[src/rtl/simon_round_engine.sv]
// ---------------------------------------------------------------------------
// simon_round_engine
//
// Iterative SIMON64/128 block engine. A 64-bit block is accepted over a
// valid/ready handshake, one Feistel round is applied per clock using the
// round key that the integration level muxes back in for rk_idx, and the
// result is offered on a second valid/ready handshake.
//
// Build option:
//   SIMON_DECRYPT_EN  defined     -> 'decrypt' is latched at acceptance and
//                                    selects the inverse round with
//                                    descending round-key indices.
//                     not defined -> encrypt-only; 'decrypt' is ignored.
//
// Ports:
//   clk        rising-edge clock
//   rst_n      asynchronous active-low reset
//   in_valid   in_block is valid
//   in_ready   engine can accept a block (IDLE)
//   in_block   [0:63] x = [0:31], y = [32:63]; bit 0 is the MSB
//   decrypt    mode, sampled together with in_block
//   rk_idx     index of the round key needed this cycle (0 outside RUN)
//   rk         round key for rk_idx, combinational from key expansion
//   out_valid  out_block is valid (DONE)
//   out_ready  downstream accepts the result
//   out_block  [0:63] result, x = [0:31], y = [32:63]
//   busy       high while rounds are being applied (RUN)
// ---------------------------------------------------------------------------
module simon_round_engine #(
    parameter int ROUNDS = 44,
    parameter int WIDTH  = 32
) (
    input  logic               clk,
    input  logic               rst_n,
    input  logic               in_valid,
    output logic               in_ready,
    input  logic [0:2*WIDTH-1] in_block,
    input  logic               decrypt,
    output logic [5:0]         rk_idx,
    input  logic [0:WIDTH-1]   rk,
    output logic               out_valid,
    input  logic               out_ready,
    output logic [0:2*WIDTH-1] out_block,
    output logic               busy
);

    typedef enum logic [1:0] {
        IDLE = 2'd0,
        RUN  = 2'd1,
        DONE = 2'd2
    } state_t;

    localparam logic [5:0] LAST = 6'(ROUNDS - 1);

    state_t           state;
    logic [0:WIDTH-1] x;
    logic [0:WIDTH-1] y;
    logic [5:0]       round;

    logic [0:WIDTH-1] x_next;
    logic [0:WIDTH-1] y_next;
    logic [5:0]       first_idx;
    logic [5:0]       next_idx;

`ifdef SIMON_DECRYPT_EN
    logic dec_mode;
`else
    // Mode input is accepted for port compatibility but has no effect.
    logic unused_decrypt;
    assign unused_decrypt = decrypt;
`endif

    // Left rotation; with bit 0 as the MSB this is the usual numeric rotl.
    function automatic logic [0:WIDTH-1] rotl(input logic [0:WIDTH-1] v,
                                              input int unsigned      n);
        return (v << n) | (v >> (WIDTH - n));
    endfunction

    function automatic logic [0:WIDTH-1] simon_f(input logic [0:WIDTH-1] v);
        return (rotl(v, 1) & rotl(v, 8)) ^ rotl(v, 2);
    endfunction

    // NOTE: every variable gets a default at the top of always_comb so no
    // path leaves it unassigned, which would otherwise infer a latch.
    always_comb begin
        x_next    = y ^ simon_f(x) ^ rk;
        y_next    = x;
        first_idx = '0;
        next_idx  = round + 6'd1;
`ifdef SIMON_DECRYPT_EN
        // Inverse round: undo x <- y ^ f(x) ^ k, y <- x with keys reversed.
        if (dec_mode) begin
            y_next   = x ^ simon_f(y) ^ rk;
            x_next   = y;
            next_idx = LAST - round - 6'd1;
        end
        if (decrypt) begin
            first_idx = LAST;
        end
`endif
    end

    assign out_block = {x, y};

    // NOTE: sequential state uses non-blocking assignments only, so every
    // register samples pre-edge values regardless of statement order.
    // The x/y datapath registers are reset too: a reset mid-operation must
    // leave no trace of the partial result on out_block.
    always_ff @(posedge clk or negedge rst_n) begin
        if (!rst_n) begin
            state     <= IDLE;
            x         <= '0;
            y         <= '0;
            round     <= '0;
            rk_idx    <= '0;
            in_ready  <= 1'b1;
            out_valid <= 1'b0;
            busy      <= 1'b0;
`ifdef SIMON_DECRYPT_EN
            dec_mode  <= 1'b0;
`endif
        end else begin
            case (state)
                IDLE: begin
                    if (in_valid) begin
                        x        <= in_block[0:WIDTH-1];
                        y        <= in_block[WIDTH:2*WIDTH-1];
                        round    <= '0;
                        rk_idx   <= first_idx;
                        in_ready <= 1'b0;
                        busy     <= 1'b1;
                        state    <= RUN;
`ifdef SIMON_DECRYPT_EN
                        dec_mode <= decrypt;
`endif
                    end
                end
                RUN: begin
                    x <= x_next;
                    y <= y_next;
                    if (round == LAST) begin
                        round     <= '0;
                        rk_idx    <= '0;
                        busy      <= 1'b0;
                        out_valid <= 1'b1;
                        state     <= DONE;
                    end else begin
                        round  <= round + 6'd1;
                        rk_idx <= next_idx;
                    end
                end
                DONE: begin
                    // Result held until taken; next acceptance is a cycle later.
                    if (out_ready) begin
                        out_valid <= 1'b0;
                        in_ready  <= 1'b1;
                        state     <= IDLE;
                    end
                end
                default: begin
                    state <= IDLE;
                end
            endcase
        end
    end

endmodule

[config.mk]
export PLATFORM = sky130hd
export DESIGN_NAME = simon_round_engine
export DESIGN_NICKNAME = d
export VERILOG_FILES = /design/src/rtl/simon_round_engine.sv
export SDC_FILE = /design/constraint.sdc
export NUM_CORES = 1
export LEC_CHECK = 0
export CAP_MARGIN = 5
export CORE_ASPECT_RATIO = 0.5
export CORE_MARGIN = 2
export CORE_UTILIZATION = 40
export CTS_CLUSTER_DIAMETER = 30
export DETAILED_ROUTE_END_ITERATION = 10
export DONT_BUFFER_PORTS = 1
export SLEW_MARGIN = 20
export SYNTH_ARGS = -nofsm -noshare
export SYNTH_HDL_FRONTEND = slang
export SYNTH_SLANG_ARGS = --single-unit
[constraint.sdc]
create_clock -name clk -period 2.4 [get_ports clk]
set_clock_uncertainty 0.2 [all_clocks]
set_input_delay 0.72 -clock clk [delete_from_list [all_inputs] [get_ports clk]]
set_output_delay 0.72 -clock clk [all_outputs]
set_load 0.005 [all_outputs]
==> Word-level counts from Yosys, hierarchy flattened <==
Index checks and enable logic that the tools add are counted.
{ "totals": {"wordCells": 50, "register_bits": 75, "output_inout_bits": 73, "input_bits": 101} }
{ "classes": {"reduce_logical": 9, "muxes": 20, "eq_ne": 6, "n_addsub": 1, "bitwise": 7} }
{ "ops": {"columns": ["cell", "n"], "rows": [
  ["32-bit case mux with 2 select lines", 2],
  ["32-bit bitwise XOR", 3],
  ["32-bit 2-to-1 mux", 2],
  ["32-bit bitwise AND", 1],
  ["32-bit by 1-bit OR with 32-bit output", 1],
  ["32-bit by 2-bit OR with 32-bit output", 1],
  ["32-bit by 8-bit OR with 32-bit output", 1],
  ["6-bit 2-to-1 mux", 2],
  ["6-bit case mux with 2 select lines", 1],
  ["3-bit AND reduction", 4],
  ["6-bit by 1-bit adder with 6-bit output, second input constant", 1],
  ["6-bit equality test, second input constant", 1],
  ["1-bit 2-to-1 mux", 6],
  ["2-bit 2-to-1 mux", 3],
  ["2-bit != test, second input constant", 3],
  ["1-bit case mux with 2 select lines", 3],
  ["2-bit case mux with 3 select lines", 1],
  ["2-bit nonzero test", 3],
  ["2-bit by 1-bit equality test with 1-bit output, second input constant", 1],
  ["2-bit equality test, second input constant", 1],
  ["2-bit zero test", 1],
  ["2-bit AND reduction", 1]
]} }

==> Longest topological paths before layout <==
Gate-level depths: netlist of the first run.
{ "logic_depth": {"word_depth": 6, "depth_mapped": 5, "mapped_depth_nobuf": 4} }

==> Worst setup path after synthesis of the first run <==
OpenSTA, ideal clock, no wires.
{ "synth_timing": {"path_type": "input to register", "start": "input in_valid", "end": "register x[10] (netlist bit)", "path_stages": 5, "setup_time_ps": 125, "required_time_ps": 2075, "n_path_buf": 2, "arrival_time_ps": 1607, "setup_slack_ps": 468, "path_cell_list": "nand2b_1 -> buf_6 -> buf_6 -> mux2_4 -> mux2_4"} }
{ "synth_via": {"elab_chain_cells": 2} }
{ "synth_rtl": {"columns": ["element", "line_no", "source"], "rows": [
  ["start: declaration", "35", "input logic in_valid,"],
  ["2-bit != test (no line)", null, null],
  ["2-bit AND reduction (no line)", null, null],
  ["end signal: assignment", "126", "x <= in_block[0:WIDTH-1];"],
  ["end signal: assignment", "139", "x <= x_next;"],
  ["end: declaration", "56", "logic [0:WIDTH-1] x;"]
]} }
No other way between the ends.
A chain may end at the register's enable or synchronous reset.

==> Worst setup path after layout of the first run <==
{ "layout_timing": {"start": "register state[1]", "end": "register x[12] (netlist bit)"} }
{ "layout_via": {"elab_chain_cells": 3, "word_cells_on_any_way": 6, "cone_classes": "eq/ne: 2; mux: 1; reduce/logical: 3"} }
{ "layout_rtl": {"columns": ["element", "line_no", "source"], "rows": [
  ["start: declaration", "55", "state_t state;"],
  ["start signal: assignment", "111", "state <= IDLE;"],
  ["start signal: assignment", "132", "state <= RUN;"],
  ["start signal: assignment", "146", "state <= DONE;"],
  ["2-bit by 1-bit equality test with 1-bit output or 2-bit zero test (tied branches)", "123", "case (state)"],
  ["2-bit nonzero test (no line) or 2-bit != test (tied branches)", null, null],
  ["2-bit AND reduction (no line)", null, null]
]} }
Parallel ways exist; a longest one is shown, timed or not.

==> summary.md, run 1 <==
| Metric | Value |
|---|---|
| Hold crit path type | in -> async |
| Post-synthesis sequential area ratio | 37.50% |
| CP max FO | 8 |
| Sequential share of power | about a third |
| Worst VDD drop | between 0.5 and 0.6 mV |
| # Post-CTS Setup Buffers | 0 |
| Die Y | between 80 and 90 µm |
| Mapped Cells | ~420 |
| Logic pwr share | between 40% and 50% |
| Most area-hungry cell type in the Yosys netlist | dfrtp_1 |
| Syn_nets | about 520 |
| Worst-Skew Late Latency | ~0.34 ns |
| CP Launch Type | register |
| #FFs+latches synth | between 70 and 80 |
| 1st-pass router iterations | 4 |
| Post-synthesis cell area | between 0.005 and 0.006 mm² |
| Final hold viol count | 74 |
| Synth Flop Type | dfrtp_1 |
| I/O Buffers | 0 |
| Routed Antenna Nets | 0 |
| Worst slack, placed | roughly 0.32 ns |
| Worst slew pin tran | approximately 0.7 ns |
| Clk pwr share | 16.9% |
| Post-CTS resize count | 0 |
| Net Sw Power | 3.054 mW |
| Largest net degree at the start of global routing | between 70 and 80 |
| Area grow syn2layout | 11.07% |
| Vias in the first global route | approximately 3400 |
| Internal Power | approximately 6.2 mW |
| Run status | finished with violations |
| YS warnings | 0 |
| CP Data Arrival Time | ~2.0 ns |
| Fin Setup TNS | 0 ns |
| TritonCTS clock tree | done |
| Routability cong. | between 0.7 and 0.8 |
| # rows | 28 |
| Power density over cell area | approximately 1700 mW/mm² |
| Max Root-Sink Buffers | 2 |
| Initial antenna violation count | 1 |
| Lkg Pwr | ~2.7 nW |
| Die width | roughly 160 µm |
| Total grt overflow | 0 |
| Failing checks | negative hold slack |
| First-pass GRT wire length | roughly 21000 µm |
| Routed WL per cell | 23.90 µm |
| Top cells by area, synth | dfrtp_1 37%, mux2_4 17%, xnor3_1 14% |
| PnR worst setup slack | 0.4491 ns |
| Synth top area share | a little under two fifths |
| Pins Over Slew Limit | 0 |
| CTS H-tree depth | 3 |
| Clock Pin Slew Worst Setup and Hold Paths | approximately 0.060 ns |
| FMAX | about 500 MHz |
| Nets | about 520 |
| I/O pins | roughly 170 |
| Unique cell type count in the Yosys netlist | 35 |
| Worst setup EP type | register |
| Sw frac | 32.95% |
| Number of enable flip-flop cells after synthesis | 0 |
| Max transition margin | a little over half |
| Most frequent cell after synthesis | dfrtp_1 |
| Core Region | 0.01202 mm² |
| Worst Path Required | ~2.4 ns |
| WHS | -0.1276 ns |
| CTS root buffer | clkbuf_16 |
| RSZ-0062 raised after global routing | false |
| Setup violators final | 0 |
| Crit Path Category | reg -> reg |
| Initial Util | between 40% and 50% |
| Async SR Flop Fraction | 100.0% |
| Top cells by count, synth | 74 x dfrtp_1, 67 x nand2_1, 58 x mux2_4, 36 x o21ai_0 |
| Fin crit share | roughly four fifths |
| Iteration-0 DRC Markers | ~200 |
| Share of cells above drive strength 1 | 23.75% |
| Die footprint | 0.01349 mm² |
| Hpwl dp | 9938 µm |
| Via density | around 5.5 |
| Syn avg cell area | 11.95 µm² |
| TritonCTS sink count | 75 |
| CTS Buf Count | 9 |
| GRT Total Usage | a little over a fifth |
| MaxCap Viol Count | 0 |
| Via count | roughly 3200 |
| Drt total wl | 14030 µm |
| Minimum clock period after layout | around 2.0 ns |
| DR DRC count | 0 |
critical path, cell delays in order, from the launching register on:
cell      delay, ns
dfrtp_1        0.47
nand2b_2       0.31
buf_4          0.27
mux2_4         0.32
mux2_4         0.25
worst paths after layout:
path / cells after the start / slack, ns / startpoint / to
worst max-delay path: 4 / 0.45 / state[1] / x[12]
worst min-delay path: 0 / -0.13 / rst_n / x[19]
worst max register to register: 4 / 0.45 / state[1] / x[12]
worst min register to register: 2 / 0.30 / in_ready / in_ready
max in group asynchronous: 0 / 1.91 / rst_n / in_ready
min in group clk: 2 / 0.30 / in_ready / in_ready
state kept, by name, indices dropped and copies added (netlist names):
name       flops
in_ready       1
x             32
state          2
round          6
busy           1
out_valid      1
y             32
through the flow:
step           std cells  hold slack, ns  cell area, µm²  utilization, %  total power, mW
4_1_cts              586         -0.1396            5560           46.27            9.364
3_5_place_dp         571          0.2257            5229           43.51            7.794
5_1_grt              586         -0.1424            5560           46.27            9.836
6_report             587         -0.1276            5563           46.29            9.266
3_3_place_gp         571          0.2261            5229           43.51            7.664
2_1_floorplan        419          0.2244            5009               -            6.797
cell families after synthesis:
kind of cell | share of synthesized area [%]
buffers and inverters | 2.898
DFF | 37.50
and+or+nand+nor | 10.72
AOI/OAI and AO/OA | 9.468
muxes | 19.19
adders and majority gates | 0.2498
xor gates and xnor gates | 19.99
area by class of cell:
cell class | count | area, µm²
Antenna cell | 1 | 2.502
Clock inverter | 5 | 102.6
Multi-Input combinational cell | 317 | 3004
Timing Repair Buffer | 13 | 135.1
Tap cell | 165 | 206.4
Clock buffer | 10 | 229.0
Sequential cell | 75 | 1879
Fill cell | 1085 | 6454
Inverter | 1 | 3.754
layout by cell type (no fill, tap or decap), types with 2 or more instances in the layout:
master and n:
bufinv_16 3, xnor3_1 32, nand3_1 2, dfrtp_1 73, mux2_4 58, buf_12 3, a21oi_1 22, nand2_1 67
mux2_2 8, clkbuf_16 9, a22oi_1 12, and3b_1 20, a22o_1 2, nand2b_2 2, a32o_1 2, buf_4 10
o21ai_0 36, o31ai_1 2, nor2b_1 3, nor2_1 3, xor2_1 32
routing by layer:
metal / GRT usage [%] / share of wire, %
met1: 29.09 / 46
met2: 33.35 / 47
met3: 5.894 / 6.3
met4: 3.620 / 0.71
met5: 0 / 0
power by group through the flow:
stage,sequential [mW],clock (mW),combinational (mW)
detailed placement,3.27,0,4.52
finish,3.22,1.56,4.48
global route,3.33,1.63,4.88
floorplan,2.73,0,4.06
global placement,3.26,0,4.41
CTS,3.25,1.59,4.53
Note: power is estimated with default switching activity, not from simulation.
==> run 2: changes to the inputs <==
==> constraint.sdc (replaced) <==
create_clock -name clk -period 1.7 [get_ports clk]
set_clock_uncertainty 0.2 [all_clocks]
set_input_delay 0.51 -clock clk [delete_from_list [all_inputs] [get_ports clk]]
set_output_delay 0.51 -clock clk [all_outputs]
set_load 0.005 [all_outputs]
==> run 2 against run 1 <==
Compared with the run above:
- the run still ends with negative hold slack left
- worst setup slack lost 0.42 ns
- total power grew 43%
- largest power group unchanged
- largest cell class unchanged
- core utilization grew 1.7 points
- die area is the same
- critical path type is now reg -> out
- worst hold slack lost 0.20 ns
- critical path depth shrank 3
- critical endpoint is now out_block[25]
- final cell count grew 4.1%
- cell area grew 3.8%
- global-route usage grew 0.73 points
- sequential power grew 35%
==> summary.md, run 2 (synthesis results as in run 1) <==
| Metric | Value |
|---|---|
| Run status | finished with violations |
| Failing checks | negative hold slack |
| Total grt overflow | 0 |
| Worst-Skew Late Latency | 0.33 ns |
| Reg area | 0.001893 mm² |
| CP max FO | 4 |
| Area of the multi-input gates | between 0.003 and 0.004 mm² |
| CTS root buffer | clkbuf_16 |
| Die width | approximately 160 µm |
| WHS | -0.3275 ns |
| Worst VDD drop | 0.8062 mV |
| Max transition margin | about 69% |
| Met1 wire length | between 6000 and 7000 µm |
| I/O pins | approximately 170 |
| DR top layer | met4 |
| Setup violators final | 0 |
| # rows | 28 |
| CTS H-tree depth | 3 |
| RSZ-0062 raised after global routing | true |
| Via density | 5.543 |
| Iteration-0 DRC Markers | roughly 230 |
| Worst Path Required | a little under 1 ns |
| GRT Total Usage | around 22% |
| Die footprint | approximately 0.013 mm² |
| Critical path depth | 1 |
| FMAX | around 600 MHz |
| CP Launch Type | register |
| Routed length on met2 | roughly 6700 µm |
| Hold crit path type | in -> async |
| Area grow syn2layout | 15.24% |
| Routability cong. | about 0.8 |
| MaxCap Viol Count | 0 |
| I/O Buffers | 0 |
| Largest net degree at the start of global routing | between 70 and 80 |
| Commonest non-fill, non-tap cell in the layout | nand2_1 |
| TritonCTS sink count | 75 |
| Core Region | ~0.012 mm² |
| Max Root-Sink Buffers | 2 |
| Largest regs | x (32), y (32), round (6) |
| Drt total wl | about 14000 µm |
| Lkg Pwr | around 2.9 nW |
| Routed Antenna Nets | 0 |
| Clock Pin Slew Worst Setup and Hold Paths | ~0.06 ns |
| Pins Over Slew Limit | 0 |
| Final hold viol count | 75 |
| Hpwl dp | between 10000 and 15000 µm |
| Crit Path Category | reg -> out |
| Critical-path cell list | buf_4 |
| Via count | around 3400 |
| Ant diodes | 0 |
| Initial Util | roughly two fifths |
| TritonCTS clock tree | done |
| Worst R2R Path Depth | 4 |
| Buffers and inverters on the worst path | 1 |
| CTS Buf Count | 9 |
| Metal3 WL | between 1000 and 1500 µm |
| 1st-pass router iterations | 4 |
| CP delay by family, top | flip-flops |
| Slowest CP cell | dfrtp_1 |
| Vias in the first global route | about 3600 |
| Worst slew pin tran | ~0.46 ns |
| Max incr delay on CP | between 0.4 and 0.5 ns |
| DP Area | around 0.0054 mm² |
| Share of cells above drive strength 1 | a little under a third |
| First-pass GRT wire length | between 20000 and 25000 µm |
| DR DRC count | 0 |
| Routed WL per cell | around 23 µm |
| Minimum clock period after layout | 1.673 ns |
| Fillers | about 1100 |
| Initial antenna violation count | 1 |
| Most frequent cells in the layout | 67 x nand2_1, 62 x dfrtp_1, 58 x mux2_4, 36 x o21ai_0 |
| Die Y | slightly above 80 µm |
| Power density over cell area | about 2300 mW/mm² |
| Worst setup EP type | output pin |
| Fin crit share | a little over nine tenths |
| Design Area, Final | 0.005772 mm² |
| CP Data Arrival Time | roughly 0.96 ns |
| Nets | 543 |
-- run 2: changes by cell type in the layout (fill, tap and decap cells not counted), moves of 2 or more --
cell       delta
buf_12        +3
buf_4        +20
bufinv_16     -2
clkinv_2      +2
dfrtp_1      -11
dfrtp_2      +11
-- run 2: timing repair --
| action | CTS | global route |
|---|---|---|
| gates cloned | 0 | 0 |
| hold endpoints to repair | 75 | 75 |
| buffers inserted | 0 | 4 |
| resized for setup | 6 | 8 |
| endpoints found under the setup margin | 6 | 48 |
-- run 2: cell type report --
| cell class | instances | share of cell area, % |
|---|---|---|
| clock inverters | 5 | 0.9105 |
| inverters | 1 | 0.06503 |
| clock buffers | 11 | 4.206 |
| repair buffers | 37 | 6.178 |
| flip-flops and latches | 75 | 32.80 |
| multi-input cells | 317 | 52.27 |
| well taps | 165 | 3.577 |
-- run 2: worst paths after layout --
path	start	to	slack, ns
setup / recovery	x[25]	out_block[25]	0.03
hold / removal	rst_n	x[19]	-0.33
setup reg to reg	state[1]	x[1]	0.04
hold reg to reg	in_ready	in_ready	0.31
max in group asynchronous	rst_n	in_ready	1.41
min in group clk	in_block[33]	y[1]	0.19
-- run 2: report_power, final --
group | switching, mW | internal [mW]
combinational | 2.10 | 4.87
clock | 0.748 | 1.17
sequential | 1.52 | 2.84
total | 4.37 | 8.88
-- run 2: per-stage QoR --
stage	setup TNS, ns	util (%)	setup slack, ns	instances	power, mW
after floorplan	0	-	0.01015	419	9.602
after global placement	-0.9161	45.12	-0.04311	591	11.15
after detailed placement	-1.523	45.12	-0.08907	591	11.32
after CTS	0	47.64	0.01295	607	13.28
after global routing	-0.08559	48.03	-0.01286	611	14.13
final	0	48.03	0.02718	611	13.25
-- run 2: metal layers --
| layer | vias to the layer above | track usage [%] |
|---|---|---|
| met5 | - | 0 |
| met4 | 0 | 3.781 |
| met3 | 10 | 6.643 |
| met2 | 112 | 33.93 |
| met1 | 1744 | 30.23 |
| li1 | 1521 | - |
